$ cat src/rtl/goertzel_sum_pipe_pkg.sv
// Shared helpers for the Goertzel summing pipeline: width/level arithmetic,
// adder-tree geometry and output saturation bounds.
package goertzel_pkg;

  // Wide enough to hold the OUT_W bounds for any legal parameter set.
  localparam int SAT_BITS = 128;

  function automatic int clog2(input int n);
    int r;
    r = 0;
    while ((1 << r) < n) r++;
    return r;
  endfunction

  function automatic int calc_lv(input int num_in);
    return clog2(num_in);
  endfunction

  // One guard bit beyond clog2 covers both growth and the negation of -2^(W-1).
  function automatic int calc_iw(input int w, input int num_in);
    return w + clog2(num_in) + 1;
  endfunction

  // Number of nodes held at a given tree level (level 0 = the operands).
  function automatic int node_cnt(input int num_in, input int level);
    int n;
    n = num_in;
    for (int l = 0; l < level; l++) n = (n + 1) / 2;
    return n;
  endfunction

  // Position of a level's first node inside the flattened tree vector.
  function automatic int node_off(input int num_in, input int level);
    int off;
    off = 0;
    for (int l = 0; l < level; l++) off += node_cnt(num_in, l);
    return off;
  endfunction

  function automatic logic signed [SAT_BITS-1:0] sat_max(input int out_w);
    logic signed [SAT_BITS-1:0] one;
    one = 128'sd1;
    return (one <<< (out_w - 1)) - one;
  endfunction

  function automatic logic signed [SAT_BITS-1:0] sat_min(input int out_w);
    logic signed [SAT_BITS-1:0] one;
    one = 128'sd1;
    return -(one <<< (out_w - 1));
  endfunction

endpackage

$ cat src/rtl/goertzel_sum_pipe_add2_reg.sv
// One node of the adder tree: registered two-input sum with its valid bit.
module add2_reg #(
  parameter int IW = 8
) (
  input  logic          clk,
  input  logic          rst,
  input  logic          en,
  input  logic [IW-1:0] a_i,
  input  logic [IW-1:0] b_i,
  input  logic          vld_i,
  output logic [IW-1:0] sum_o,
  output logic          vld_o
);

  logic [IW-1:0] sum_d, sum_q;
  logic          vld_q;

  // Tree width already covers every possible sum, so a plain add never wraps.
  always_comb begin
    sum_d = a_i + b_i;
  end

  // Node register: frozen while en is low, cleared by reset.
  always_ff @(posedge clk) begin
    if (!rst) begin
      sum_q <= '0;
      vld_q <= 1'b0;
    end else if (en) begin
      sum_q <= sum_d;
      vld_q <= vld_i;
    end
  end

  assign sum_o = sum_q;
  assign vld_o = vld_q;

endmodule

$ cat src/rtl/goertzel_sum_pipe.sv
// Pipelined multi-operand signed adder: per-operand negate, registered
// pairwise tree, then range check with saturate/wrap and a sticky overflow.
import goertzel_pkg::*;

module goertzel_sum_pipe #(
  parameter int W      = 61,
  parameter int NUM_IN = 3,
  parameter int OUT_W  = 61,
  parameter int SAT_EN = 1
) (
  input  logic                clk,
  input  logic                rst,
  input  logic                en,
  input  logic                in_valid,
  input  logic [NUM_IN*W-1:0] in_data,
  input  logic [NUM_IN-1:0]   sub_mask,
  input  logic                clr_ovf,
  output logic [OUT_W-1:0]    y,
  output logic                out_valid,
  output logic                ovf
);

  localparam int IW    = calc_iw(W, NUM_IN);
  localparam int LV    = calc_lv(NUM_IN);
  localparam int NODES = node_off(NUM_IN, LV + 1);

  localparam logic signed [SAT_BITS-1:0] MAX_FULL = sat_max(OUT_W);
  localparam logic signed [SAT_BITS-1:0] MIN_FULL = sat_min(OUT_W);
  localparam logic signed [IW-1:0]       SAT_MAX  = MAX_FULL[IW-1:0];
  localparam logic signed [IW-1:0]       SAT_MIN  = MIN_FULL[IW-1:0];

  logic [NUM_IN*IW-1:0] s0_d, s0_q;
  logic                 s0_vld_q;
  logic signed [IW-1:0] ext_v;

  // All tree nodes, level by level, so every slice is driven and read exactly once.
  logic [NODES*IW-1:0]  tree;
  logic [LV:0]          lvl_vld;

  logic signed [IW-1:0] sum_w;
  logic                 in_range;
  logic [OUT_W-1:0]     y_d, y_q;
  logic                 out_valid_q;
  logic                 ovf_d, ovf_q;

  // Sign-extend each operand to tree width and negate the masked ones.
  always_comb begin
    s0_d  = '0;
    ext_v = '0;
    for (int i = 0; i < NUM_IN; i++) begin
      ext_v = IW'($signed(in_data[i*W +: W]));
      s0_d[i*IW +: IW] = sub_mask[i] ? -ext_v : ext_v;
    end
  end

  // Operand stage: sub_mask takes effect here, together with its data.
  always_ff @(posedge clk) begin
    if (!rst) begin
      s0_q     <= '0;
      s0_vld_q <= 1'b0;
    end else if (en) begin
      s0_q     <= s0_d;
      s0_vld_q <= in_valid;
    end
  end

  assign tree[0 +: NUM_IN*IW] = s0_q;
  assign lvl_vld[0]           = s0_vld_q;

  for (genvar l = 1; l <= LV; l++) begin : g_lvl
    localparam int NI    = node_cnt(NUM_IN, l - 1);
    localparam int NO    = node_cnt(NUM_IN, l);
    localparam int OFF_I = node_off(NUM_IN, l - 1);
    localparam int OFF_O = node_off(NUM_IN, l);
    logic [NO-1:0] node_vld;

    for (genvar j = 0; j < NO; j++) begin : g_node
      logic [IW-1:0] b_op;
      if (2*j + 1 < NI) begin : g_pair
        assign b_op = tree[(OFF_I + 2*j + 1)*IW +: IW];
      end else begin : g_odd
        assign b_op = '0;
      end

      add2_reg #(.IW(IW)) u_add (
        .clk   (clk),
        .rst   (rst),
        .en    (en),
        .a_i   (tree[(OFF_I + 2*j)*IW +: IW]),
        .b_i   (b_op),
        .vld_i (lvl_vld[l-1]),
        .sum_o (tree[(OFF_O + j)*IW +: IW]),
        .vld_o (node_vld[j])
      );
    end

    assign lvl_vld[l] = &node_vld;
  end

  assign sum_w = $signed(tree[(NODES-1)*IW +: IW]);

  // Range check and result select; invalid slots leave y and ovf untouched.
  always_comb begin
    in_range = (sum_w <= SAT_MAX) && (sum_w >= SAT_MIN);
    y_d      = y_q;
    if (lvl_vld[LV]) begin
      if (in_range || SAT_EN == 0) y_d = sum_w[OUT_W-1:0];
      else if (sum_w > SAT_MAX)    y_d = SAT_MAX[OUT_W-1:0];
      else                         y_d = SAT_MIN[OUT_W-1:0];
    end
    ovf_d = ovf_q;
    if (clr_ovf) ovf_d = 1'b0;
    if (en && lvl_vld[LV] && !in_range) ovf_d = 1'b1;
  end

  // Output stage: y/out_valid follow en; the overflow flag also sees clr_ovf during stalls.
  always_ff @(posedge clk) begin
    if (!rst) begin
      y_q         <= '0;
      out_valid_q <= 1'b0;
      ovf_q       <= 1'b0;
    end else begin
      ovf_q <= ovf_d;
      if (en) begin
        y_q         <= y_d;
        out_valid_q <= lvl_vld[LV];
      end
    end
  end

  assign y         = y_q;
  assign out_valid = out_valid_q;
  assign ovf       = ovf_q;

endmodule

$ cat config.mk
export PLATFORM = sky130hd
export DESIGN_NAME = goertzel_sum_pipe
export DESIGN_NICKNAME = d
export VERILOG_FILES = /design/src/rtl/goertzel_sum_pipe_pkg.sv /design/src/rtl/goertzel_sum_pipe_add2_reg.sv /design/src/rtl/goertzel_sum_pipe.sv
export SDC_FILE = /design/constraint.sdc
export NUM_CORES = 1
export LEC_CHECK = 0
export ABC_AREA = 0
export CAP_MARGIN = 20
export CORE_MARGIN = 3
export CORE_UTILIZATION = 53
export CTS_CLUSTER_DIAMETER = 200
export DETAILED_ROUTE_END_ITERATION = 8
export GPL_TIMING_DRIVEN = 0
export PLACE_DENSITY = 0.87
export SLEW_MARGIN = 20
export SYNTH_ARGS = -nofsm -noshare
export SYNTH_HDL_FRONTEND = slang
export SYNTH_SLANG_ARGS = --single-unit
$ cat constraint.sdc
create_clock -name clk -period 3.6 [get_ports clk]
set_input_delay 0.54 -clock clk [delete_from_list [all_inputs] [get_ports clk]]
set_output_delay 0.54 -clock clk [all_outputs]
set_load 0.01 [all_outputs]
==> impl_metrics.ini, run 1 <==
[run_status]
outcome = finished, final reports clean

[detailed_routing]
drc = 0
drt_iter0_markers = 2464
drtAntennaViolNets = 0
wl_per_cell_um = 20.8
drt-total-wl_um = 87700
via_count = 25625
viasPerCell = 6.09
firstDrtPassIters = 8

[floorplan]
placementRows = 81
ioPinCount = 254
dieArea_sq_mm = 0.0525
initial_core_util = 0.538
die_w_um = 229
core_area_sq_mm = 0.0491
die_y_um = 229

[job]
cap_violations = 0

[pwr]
combPwrFrac = 0.194
ir_drop_mv = 0.283
p_int_w = 0.00934
switching_share = 0.297
switchingPower_w = 0.00394
pwr-share-clk = 0.385
p_seq_frac = 0.421
power_density_mw_per_mm2 = 420
p_leak_nw = 13.7

[placement]
place.port_buffers = 251
place_hpwl_um = 67600
gp_congestion = 1.01
postPlaceCellArea_sq_mm = 0.0297

[yosys]
async_flop_share = 0
syn_inst = 3205
syn_avg_cell_area_sq_um = 8.23
synth_simple_gate_area_frac = 0.173
synth_top_family_by_area = compound AO/OA/AOI/OAI gates
syn_nets = 3527
ys_types = 72
synth-main-ff-cell = dfxtp_1
synth_xor_area_frac = 0.0957
synth-compound-area-share = 0.233
synth_fa_ha_area_frac = 0.0627
ys_seq_area_frac = 0.342
synth_area_sq_mm = 0.0264
ys_ff_latch = 450
synth_mux_area_frac = 0.0596
synth_edf_count = 0
yosys_warnings = 0

[clock_network]
cts_root_buf = clkbuf_16
htree_levels = 2
hold_buffers = 0
cts_tree = done
clock_latency_ns = 0.60
clk_pin_slew_worst_paths_ns = 0.06
cts_max_path_buffers = 3
numCtsBuffers = 47
clock_sinks = 450

[sta]
slew_headroom = 0.212
min_period_ns = 3.50
final_hold_viol_count = 0
post-route-period-util = 0.973
finalClockSkew_ns = 0.0232
slew_viol_final = 0
fmax_mhz = 285
worst_pin_slew_ns = 1.18
setup_viol = 0

[critical_path]
crit_required_ns = 4.09
crit_fanout = 6
cp_num_buf_inv = 2
crit_chain = clkdlybuf4s50_1 > or4_1 > or3_1 > nand2b_1 > nor2_2 > nand3_2 > or3_4 > clkbuf_1 > or4_1 > and3_1 > o21ai_2 > nor2_1
worst-setup-path-type = in2reg
crit_slowest_cell = or4_1
critPathLaunchType = primary input
worst_setup_path_end_kind = register
max_stage_delay_ns = 0.60
cp_common_cell = or4_1
worstPathArrival_ns = 3.99
crit_family = simple AND/OR/NAND/NOR gates

[cells_and_area]
regArea_sq_mm = 0.00901
nFillCells = 4085
fin_nets = 3826
multi_input_area_sq_mm = 0.0167
area_growth_pct = 19.9
layout_commonest_cell = dfxtp_1
fin_util = 0.645
drive_gt1_frac = 0.0471
design_area_sq_mm = 0.0316
final_cell_mix = dfxtp_1 (450), nor2_1 (360), nand2_1 (314), o21ai_0 (255), clkdlybuf4s50_1 (247)

[worst_hold_path]
worstHoldPathType = in2reg

[grt]
grt_pass1_vias = 24135
grt_start_max_net_pins = 15
antenna_found_initial = 3
grt_usage = 0.319
grt_overflow = 0
grt_pass1_wl_um = 134000
-- registers in the layout (all words and copies together), names as in the netlist --
register                  cells
g_lvl.g_node.u_add.vld_o      2
out_valid                     1
g_lvl.g_node.u_add.sum_o    192
s0_q                        192
y                            61
s0_vld_q                      1
ovf                           1
-- timing repair --
| action | CTS | global route |
|---|---|---|
| pin swaps | 1 | 8 |
| resized for setup | 17 | 39 |
| endpoints found under the setup margin | 29 | 46 |
| buffers inserted | 1 | 5 |
-- final cells by class --
| type | instances | share of cell area |
|---|---|---|
| Antenna cell | 1 | 0.0000791 |
| Buffer | 186 | 0.0222 |
| Clock buffer | 63 | 0.0423 |
| Clock inverter | 24 | 0.00894 |
| Inverter | 44 | 0.00522 |
| Multi-Input combinational cell | 2518 | 0.529 |
| Sequential cell | 450 | 0.285 |
| Tap cell | 664 | 0.0263 |
| Timing Repair Buffer | 257 | 0.0812 |
-- metrics by stage --
step	setup WS (ns)	TNS, ns	hold slack (ns)	total power (W)	cells
after global routing	-0.121	-0.257	0.443	0.0137	4207
after floorplan	0.123	0	0.425	0.00719	3205
after global placement	-0.825	-25.70	0.436	0.00808	4120
after CTS	0.00209	0	0.458	0.0132	4208
after detailed placement	-0.851	-27.54	0.444	0.00814	4120
final	0.0971	0	0.419	0.0133	4207
-- synth_stat cells (30+ instances only) --
| cell type | count | area share |
|---|---|---|
| o21ai_0 | 258 | 0.049 |
| a21oi_1 | 210 | 0.040 |
| nor2_1 | 363 | 0.052 |
| nor2b_1 | 33 | 0.0078 |
| mux2i_1 | 156 | 0.059 |
| dfxtp_1 | 450 | 0.34 |
| o31ai_1 | 58 | 0.017 |
| inv_1 | 43 | 0.0061 |
| a21o_1 | 76 | 0.022 |
| ha_1 | 129 | 0.061 |
| clkbuf_1 | 169 | 0.024 |
| nand4_1 | 33 | 0.0078 |
| o211a_1 | 85 | 0.032 |
| xnor2_1 | 93 | 0.031 |
| nand2_1 | 315 | 0.045 |
| a211oi_1 | 68 | 0.019 |
| o41ai_1 | 30 | 0.010 |
| nor3_1 | 50 | 0.0095 |
| nand3_1 | 51 | 0.0097 |
| xor2_1 | 195 | 0.065 |
| or3_1 | 42 | 0.010 |
-- final timing paths --
path,start,endpoint,slack (ns),cells past startpoint
max,in_data[152],s0_q[191]$_SDFFE_PN0P_,0.1,12
min reg2reg,g_lvl[2].g_node[0].u_add.sum_o[45]$_SDFFE_PN0P_,g_lvl[2].g_node[0].u_add.sum_o[45]$_SDFFE_PN0P_,0.45,2
min,in_data[12],s0_q[12]$_SDFFE_PN0P_,0.42,4
max reg2reg,s0_q[19]$_SDFFE_PN0P_,g_lvl[1].g_node[0].u_add.sum_o[63]$_SDFFE_PN0P_,0.13,11
-- routing by layer --
| layer | global-route usage | vias up | routed length (um) |
|---|---|---|---|
| li1 | - | 12122 | - |
| met5 | 0 | - | 22 |
| met3 | 0.0499 | 230 | 7920 |
| met1 | 0.428 | 11957 | 36400 |
| met4 | 0.148 | 4 | 4370 |
| met2 | 0.506 | 1312 | 38900 |
-- worst reg2reg max path: stages (launching register included) --
cell and delay, ns:
dfxtp_1 0.33, ha_1 0.28, clkbuf_1 0.29, nand2_1 0.17, or3_1 0.46, a2111oi_4 0.42, o211ai_1 0.27, a211oi_2 0.38
o21ai_0 0.20, a21boi_0 0.25, xnor2_1 0.21, o21ai_0 0.11
-- cell families (layout without fill, tap and decap cells) --
family,after synthesis,count (layout)
AND/OR/NAND/NOR,1007,1007
multiplexers,157,157
flip-flops,450,450
other,0,1
XOR/XNOR,288,288
adder cells (fa/ha/maj),131,131
AO/OA/AOI/OAI,935,935
buffers and inverters,237,574
-- power groups by stage --
| stage | combinational, W | sequential [W] | clock [W] |
|---|---|---|---|
| after floorplan | 0.00163 | 0.00556 | 0 |
| after global placement | 0.00241 | 0.00566 | 0 |
| after detailed placement | 0.00246 | 0.00567 | 0 |
| after CTS | 0.00250 | 0.00557 | 0.00513 |
| after global routing | 0.00280 | 0.00561 | 0.00531 |
| final | 0.00258 | 0.00559 | 0.00512 |
(Power assumes the default switching activity.)
==> run 2, diff against run 1 <==
--- a/config.mk
+++ b/config.mk
@@ -6,13 +6,13 @@
 export NUM_CORES = 1
 export LEC_CHECK = 0
 export ABC_AREA = 0
-export CAP_MARGIN = 20
 export CORE_MARGIN = 3
 export CORE_UTILIZATION = 53
 export CTS_CLUSTER_DIAMETER = 200
 export DETAILED_ROUTE_END_ITERATION = 8
 export GPL_TIMING_DRIVEN = 0
 export PLACE_DENSITY = 0.87
+export SKIP_LAST_GASP = 1
 export SLEW_MARGIN = 20
 export SYNTH_ARGS = -nofsm -noshare
 export SYNTH_HDL_FRONTEND = slang
==> run 2 against run 1 <==
Via count shrank 0.21%. Clock skew is 0.0071 ns higher. Design area about the same. Critical path type is now reg2reg.
==> impl_metrics.ini, run 2 (synthesis gave the netlist of run 1 again) <==
[run_status]
outcome = finished, final reports clean

[floorplan]
ioPinCount = 254
placementRows = 81
dieArea_sq_mm = 0.0525
initial_core_util = 0.538
die_w_um = 229
die_y_um = 229
core_area_sq_mm = 0.0491

[clock_network]
numCtsBuffers = 47
htree_levels = 2
cts_tree = done
cts_root_buf = clkbuf_16
clock_latency_ns = 0.60
cts_max_path_buffers = 3
clock_sinks = 450
clk_pin_slew_worst_paths_ns = 0.06

[cells_and_area]
area_growth_pct = 19.9
fin_nets = 3826
nFillCells = 4090
layout_commonest_cell = dfxtp_1
drive_gt1_frac = 0.0469
final_cell_mix = dfxtp_1 (450), nor2_1 (360), nand2_1 (314), o21ai_0 (255), clkdlybuf4s50_1 (247)

[sta]
slew_headroom = 0.237
finalClockSkew_ns = 0.0303
final_hold_viol_count = 0
fmax_mhz = 285
min_period_ns = 3.51
setup_viol = 0
post-route-period-util = 0.976
setup-tns-final_ns = 0
timing.final.ws_setup_ns = 0.0863
worst_pin_slew_ns = 1.14
slew_viol_final = 0
rsz0062_at_grt = yes

[detailed_routing]
drt_iter0_markers = 2539
drtAntennaViolNets = 0
drc = 0
wl_per_cell_um = 20.8
via_count = 25572
firstDrtPassIters = 6
drt-total-wl_um = 87700
viasPerCell = 6.08

[placement]
gp_congestion = 1.01
place_ws_ns = -0.851
place_hpwl_um = 67600
place.port_buffers = 251

[grt]
grt_start_max_net_pins = 15
grt_pass1_vias = 24136
grt_pass1_wl_um = 134000
grt_usage = 0.319
grt_overflow = 0
antenna_found_initial = 3

[pwr]
ir_drop_mv = 0.290
power_density_mw_per_mm2 = 420
p_leak_nw = 13.7
pwr-share-clk = 0.385
report.power.total_w = 0.0133
combPwrFrac = 0.194
p_int_w = 0.00934
p_seq_frac = 0.421
switchingPower_w = 0.00394
switching_share = 0.297

[critical_path]
worstPathArrival_ns = 3.98
worst_setup_path_end_kind = register
r2r-start = g_lvl[1].g_node[0].u_add.sum_o[0]$_SDFFE_PN0P_
worst-setup-path-type = reg2reg
crit_start = g_lvl[1].g_node[0].u_add.sum_o[0]$_SDFFE_PN0P_
critPathLaunchType = register
crit_required_ns = 4.07
crit_fanout = 3

[worst_hold_path]
hp-start = in_data[12]
worstHoldPathType = in2reg

[job]
cap_violations = 0
==> run 2: changes by cell type in the layout (fill, tap and decap cells not counted) <==
cell,previous run,this run
a211oi_1,65,66
a211oi_4,1,0
==> run 2: repair_timing <==
item	4_1_cts	5_1_grt
pin swaps	1	8
gates resized for setup	15	39
setup buffers	1	5
hold buffers	0	0
cloned	0	0
endpoints found under the setup margin	29	47
==> run 2: path summary, 6_finish.rpt <==
path	endpoint	slack, ns	cells after the start
max	g_lvl[2].g_node[0].u_add.sum_o[34]$_SDFFE_PN0P_	0.09	12
max reg2reg	g_lvl[2].g_node[0].u_add.sum_o[34]$_SDFFE_PN0P_	0.09	12
min reg2reg	g_lvl[2].g_node[0].u_add.sum_o[45]$_SDFFE_PN0P_	0.46	2
min	s0_q[12]$_SDFFE_PN0P_	0.42	4
==> run 2: power by group through the flow <==
stage,Sequential [W],Clock [W],Combinational [W]
2_1_floorplan,0.00556,0,0.00163
3_3_place_gp,0.00566,0,0.00241
3_5_place_dp,0.00567,0,0.00246
4_1_cts,0.00557,0.00513,0.00250
5_1_grt,0.00561,0.00531,0.00280
6_report,0.00559,0.00512,0.00257
==> run 2: metrics by stage <==
stage | instance area, sq um | hold WS [ns] | util | std cells
2_1_floorplan | 26400 | 0.425 | - | 3205
3_3_place_gp | 29700 | 0.436 | 0.606 | 4120
3_5_place_dp | 29700 | 0.444 | 0.606 | 4120
4_1_cts | 31400 | 0.458 | 0.640 | 4208
5_1_grt | 31600 | 0.443 | 0.644 | 4207
6_report | 31600 | 0.424 | 0.644 | 4207
==> run 2: critical path, cell delays in order, from the launching register on <==
cell	delay, ns
dfxtp_1	0.32
ha_1	0.25
fa_1	0.45
a211oi_1	0.35
o21ai_1	0.20
a21oi_2	0.24
a21oi_2	0.14
a21boi_2	0.23
o21ai_0	0.15
a21oi_1	0.25
o21ai_0	0.21
nor4b_1	0.22
a311o_1	0.35
==> run 2: layout make-up <==
type,count,area (sq um),share of cell area
plain buffers,186,702,0.0222
repair buffers,257,2570,0.0812
well taps,664,831,0.0263
flip-flops and latches,450,9010,0.285
multi-input cells,2518,16700,0.529
inverters,44,165,0.00523
clock buffers,63,1340,0.0423
clock inverters,24,283,0.00895
diodes,1,2.50,0.0000792
==> run 2: per-layer routing <==
metal / wire length (um) / GRT usage / share of wire
met5: 22 / 0 / 0.00025
met3: 8220 / 0.0499 / 0.094
met2: 38800 / 0.506 / 0.44
met1: 36200 / 0.428 / 0.41
met4: 4400 / 0.148 / 0.050
